==> src/rtl/mux_pkt_arbiter.sv <==
// Packet arbiter for a 2:1 router output mux: grants on HEAD, holds the grant until TAIL
// is accepted, alternates round-robin between packets and force-releases a stalled lock.
module mux_pkt_arbiter #(
  parameter int              TYPEW     = 2,
  parameter logic [TYPEW-1:0] TYPE_HEAD = 2'b01,
  parameter logic [TYPEW-1:0] TYPE_DATA = 2'b10,
  parameter logic [TYPEW-1:0] TYPE_TAIL = 2'b11,
  parameter int              TIMEOUT   = 16,
  parameter int              CNTW      = 8
) (
  input  logic             clk,
  input  logic             rst_,
  input  logic             ivalid_0,
  input  logic [TYPEW-1:0] itype_0,
  input  logic             ivalid_1,
  input  logic [TYPEW-1:0] itype_1,
  input  logic             ordy,
  output logic [1:0]       sel,
  output logic             ack_0,
  output logic             ack_1,
  output logic             busy,
  output logic             tout
);

  typedef enum logic {IDLE = 1'b0, LOCK = 1'b1} state_t;

  localparam logic [CNTW-1:0] CNT_LAST = (TIMEOUT == 0) ? {CNTW{1'b0}} : CNTW'(TIMEOUT - 1);
  localparam logic [CNTW-1:0] CNT_MAX  = {CNTW{1'b1}};
  localparam logic [CNTW-1:0] CNT_ONE  = {{(CNTW-1){1'b0}}, 1'b1};

  state_t          state_r, state_s;
  logic            grant_r, grant_s;
  logic            rr_r, rr_s;
  logic [CNTW-1:0] cnt_r, cnt_s;
  logic [1:0]      sel_s;
  logic            busy_s, tout_s;

  logic             cand_0_s, cand_1_s;
  logic             ivalid_g_s, ack_g_s;
  logic [TYPEW-1:0] itype_g_s, ftype_g_s;

  // Granted-port view and combinational flit acceptance.
  always_comb begin
    cand_0_s   = ivalid_0 & (itype_0 == TYPE_HEAD);
    cand_1_s   = ivalid_1 & (itype_1 == TYPE_HEAD);
    ivalid_g_s = grant_r ? ivalid_1 : ivalid_0;
    itype_g_s  = grant_r ? itype_1 : itype_0;
    // A repeated HEAD inside a locked packet is just payload.
    if (itype_g_s == TYPE_HEAD) begin
      ftype_g_s = TYPE_DATA;
    end else begin
      ftype_g_s = itype_g_s;
    end
    ack_g_s = (state_r == LOCK) & ivalid_g_s & ordy;
  end

  assign ack_0 = ack_g_s & ~grant_r;
  assign ack_1 = ack_g_s &  grant_r;

  // Next-state, grant, round-robin pointer, stall counter and registered outputs.
  always_comb begin
    state_s = state_r;
    grant_s = grant_r;
    rr_s    = rr_r;
    cnt_s   = cnt_r;
    sel_s   = sel;
    busy_s  = busy;
    tout_s  = 1'b0;
    case (state_r)
      IDLE: begin
        cnt_s = {CNTW{1'b0}};
        if (cand_0_s | cand_1_s) begin
          grant_s = (cand_0_s & cand_1_s) ? rr_r : cand_1_s;
          state_s = LOCK;
          sel_s   = grant_s ? 2'b10 : 2'b01;
          busy_s  = 1'b1;
        end else begin
          sel_s  = 2'b00;
          busy_s = 1'b0;
        end
      end
      LOCK: begin
        if (ack_g_s) begin
          cnt_s = {CNTW{1'b0}};
          if (ftype_g_s == TYPE_TAIL) begin
            state_s = IDLE;
            sel_s   = 2'b00;
            busy_s  = 1'b0;
            rr_s    = ~grant_r;
          end else begin
            state_s = LOCK;
          end
        end else if ((TIMEOUT != 0) && (cnt_r == CNT_LAST)) begin
          state_s = IDLE;
          sel_s   = 2'b00;
          busy_s  = 1'b0;
          rr_s    = ~grant_r;
          cnt_s   = {CNTW{1'b0}};
          tout_s  = 1'b1;
        end else if (cnt_r != CNT_MAX) begin
          cnt_s = cnt_r + CNT_ONE;
        end else begin
          cnt_s = cnt_r;
        end
      end
      default: begin
        state_s = IDLE;
        sel_s   = 2'b00;
        busy_s  = 1'b0;
        cnt_s   = {CNTW{1'b0}};
      end
    endcase
  end

  // State and output registers with synchronous active-low reset.
  always_ff @(posedge clk) begin
    if (!rst_) begin
      state_r <= IDLE;
      grant_r <= 1'b0;
      rr_r    <= 1'b0;
      cnt_r   <= {CNTW{1'b0}};
      sel     <= 2'b00;
      busy    <= 1'b0;
      tout    <= 1'b0;
    end else begin
      state_r <= state_s;
      grant_r <= grant_s;
      rr_r    <= rr_s;
      cnt_r   <= cnt_s;
      sel     <= sel_s;
      busy    <= busy_s;
      tout    <= tout_s;
    end
  end

endmodule

==> config.mk <==
export PLATFORM = sky130hd
export DESIGN_NAME = mux_pkt_arbiter
export DESIGN_NICKNAME = d
export VERILOG_FILES = /design/src/rtl/mux_pkt_arbiter.sv
export SDC_FILE = /design/constraint.sdc
export NUM_CORES = 1
export LEC_CHECK = 0
export ABC_AREA = 1
export CAP_MARGIN = 25
export CELL_PAD_IN_SITES_DETAIL_PLACEMENT = 1
export CELL_PAD_IN_SITES_GLOBAL_PLACEMENT = 1
export CORE_AREA = 2 2 61 51
export CTS_BUF_LIST = sky130_fd_sc_hd__clkbuf_2 sky130_fd_sc_hd__clkbuf_4 sky130_fd_sc_hd__clkbuf_8
export DETAILED_ROUTE_END_ITERATION = 10
export DIE_AREA = 0 0 63 53
export GPL_ROUTABILITY_DRIVEN = 0
export PLACE_DENSITY = 0.7
export SLEW_MARGIN = 10
export SYNTH_ARGS = -nofsm -noshare
export SYNTH_HDL_FRONTEND = slang
export SYNTH_SLANG_ARGS = --single-unit
==> constraint.sdc <==
create_clock -name clk -period 1.41 [get_ports clk]
set_clock_uncertainty 0.05 [all_clocks]
set_input_delay 0.423 -clock clk [delete_from_list [all_inputs] [get_ports clk]]
set_output_delay 0.423 -clock clk [all_outputs]
set_load 0.01 [all_outputs]
==> impl_results.md <==
- Fin cells: 197
- Worst-Margin Slew: 0.264 ns
- I/O Pins: 15
- Failing checks: setup timing
- Syn Nets: 138
- Seq/Total Area, Yosys: 0.339
- Crit Path Category: flip-flop to primary output
- Routed WL: 2.40 mm
- End of the critical path: ack_0
- DRT iter0 DRCs: 13
- TNS Setup: -0.377 ns
- Largest net degree at the start of global routing: 10
- Vias in the first global route: 924
- Antenna violations before repair: 0
- RSZ-0062 raised after global routing: true
- Vias per cell: 4.56
- Crit start category: flip-flop
- Num CTS Buffers: 3
- Capturing point of the worst reg2reg path: cnt_r[0]
- Layout cell share with drive strength beyond 1: 0.396
- Synthesized area per cell: 6.93 um^2
- Reg area: 308 um^2
- Max_slew headroom: 0.823
- Final min period: 1.60 ns
- Final Max Slew Viols: 0
- Largest fanout on the critical path: 4
- First-pass GRT wire length: 4.07 mm
- ANT cells: 0
- Initial Util: 0.328
- Max_cap viols: 0
- Fin worst setup slack: -0.194 ns
- VDD IR-drop max: 0.430 mV
- Post-Synthesis Cell Area: 887 um^2
- Clk pin slew, worst setup/hold paths: 0.09 ns
- Design Area, Final: 0.00129 mm^2
- Reg2Reg Setup Slack: 0 ns
- Status: finished with violations
- Power Dens Cells: 694 mW/mm^2
- Skew-Pair Late Insertion Delay: 0.30 ns
- CTS tree: built
- Max clock buf depth: 2
- Critical path arrival: 1.13 ns
- CTS sink cnt: 15
- HPWL after DPL: 1.92 mm
- Root Driver: clkbuf_4
- Reg2reg start: grant_r
- Commonest non-fill, non-tap cell in the layout: nand2_1
- Placed Area: 0.00115 mm^2
- I/O Buffers: 14
- Worst Path Required: 0.94 ns
- CORE AREA: 0.00270 mm^2
- Post-DR wirelength/cell: 12.2 um
- Syn-to-layout area delta: 45.0%
- Post-DRT Antenna Nets: 0
- H-tree levels: 1
- Final setup fails: 2
- Yosys Warn Count: 0
- Crit end category: primary output
- Synthesized instance count: 128
- Placed insts: 190
- Period utilization: 1.14
- GRT Total Usage: 0.158
- DRC violations left: 0
- Post-synth cell types: 25
- 1st-pass router iterations: 4
- FMAX: 624 MHz
- HP Class: flip-flop to flip-flop
- Via count: 899
- FF+latch count, synth: 15
- Crit. Startpoint: grant_r
- Total Nets Final: 170
- Horiz. Die Dim: 63 um
- Reg2reg path depth: 10
- Most frequent cells in the layout: 28 x nand2_1, 15 x buf_4, 12 x inv_1
- Die span in y: 53 um
- Die area: 0.00334 mm^2
- Hold Vio Cnt, Final: 0
- Total gr overflow: 0
- Filler instances: 364
- Rows: 17
- Multi-input logic area: 591 um^2
- LEAKAGE: 0.000591 uW
- Layout Utilization: 0.476
## cell families after synthesis
kind of cell             share of synthesized area
AO/OA/AOI/OAI                               0.0903
flip-flops                                   0.339
XOR/XNOR                                   0.00987
AND/OR/NAND/NOR                              0.446
buffers and inverters                        0.102
adder cells (fa/ha/maj)                     0.0141
## area by class of cell
| class | count | area share |
|---|---|---|
| clock buffers | 3 | 0.0175 |
| inverters | 19 | 0.0554 |
| repair buffers | 29 | 0.188 |
| clock inverters | 1 | 0.00389 |
| multi-input cells | 92 | 0.459 |
| well taps | 38 | 0.0370 |
| flip-flops and latches | 15 | 0.239 |
## power by group
| group | switching, uW | total [uW] | internal [uW] |
|---|---|---|---|
| clock | 155 | 261 | 106 |
| sequential | 11.4 | 448 | 437 |
| combinational | 101 | 184 | 82.6 |
| total | 268 | 893 | 625 |
## per-layer routing
metal / GRT usage / vias up / part of all wire
li1: - / 471 / -
met1: 0.181 / 418 / 0.44
met2: 0.296 / 8 / 0.52
met3: 0.0447 / 2 / 0.033
met4: 0.0333 / 0 / 0.0063
met5: 0 / - / 0
## registers in the layout, summed over array words and instances (netlist names)
signal	count
cnt_r	8
sel	2
busy	1
grant_r	1
rr_r	1
state_r	1
tout	1
## worst min path at each step
stage	startpoint	endpoint	slack, ns	depth (start not counted)
after detailed placement	busy	busy	0.41	2
after floorplan	cnt_r[1]	cnt_r[1]	0.42	2
after global routing	sel[1]	sel[1]	0.44	2
after global placement	sel[1]	sel[1]	0.40	2
after CTS	sel[0]	sel[0]	0.42	2
final	sel[0]	sel[0]	0.43	2
## critical path, cell delays in order (launching register included)
cell and delay, ns:
dfxtp_4 0.41, nand2_4 0.06, buf_4 0.14, nand3_4 0.08
nor2_2 0.03, buf_2 0.12
## synthesized netlist by cell type, drive strengths merged
cell type  count  share of area
xor2           1         0.0099
a21oi          9          0.051
o21a           1         0.0085
nand2         38           0.18
nand3b         2          0.017
ha             1          0.014
inv           18          0.076
nor3           2          0.011
nand4          7          0.049
buf            2          0.021
dfxtp         15           0.34
nor2          20           0.13
clkinv         1         0.0042
nand3          6          0.059
o21bai         1         0.0085
o21ai          4          0.023
## timing repair
item | 4_1_cts | 5_1_grt
hold buffers | 0 | 0
resized for setup | 24 | 31
setup buffers | 1 | 2
setup endpoints to repair | 21 | 18
pin swaps | 4 | 9
## metrics by stage
step / power (uW) / hold slack (ns) / worst slack, ns
6_report: 893 / 0.427 / -0.194
5_1_grt: 938 / 0.444 / -0.258
4_1_cts: 880 / 0.423 / -0.252
3_5_place_dp: 622 / 0.411 / -0.943
3_3_place_gp: 617 / 0.401 / -0.855
2_1_floorplan: 545 / 0.424 / 0.0799
(Power assumes the default switching activity.)
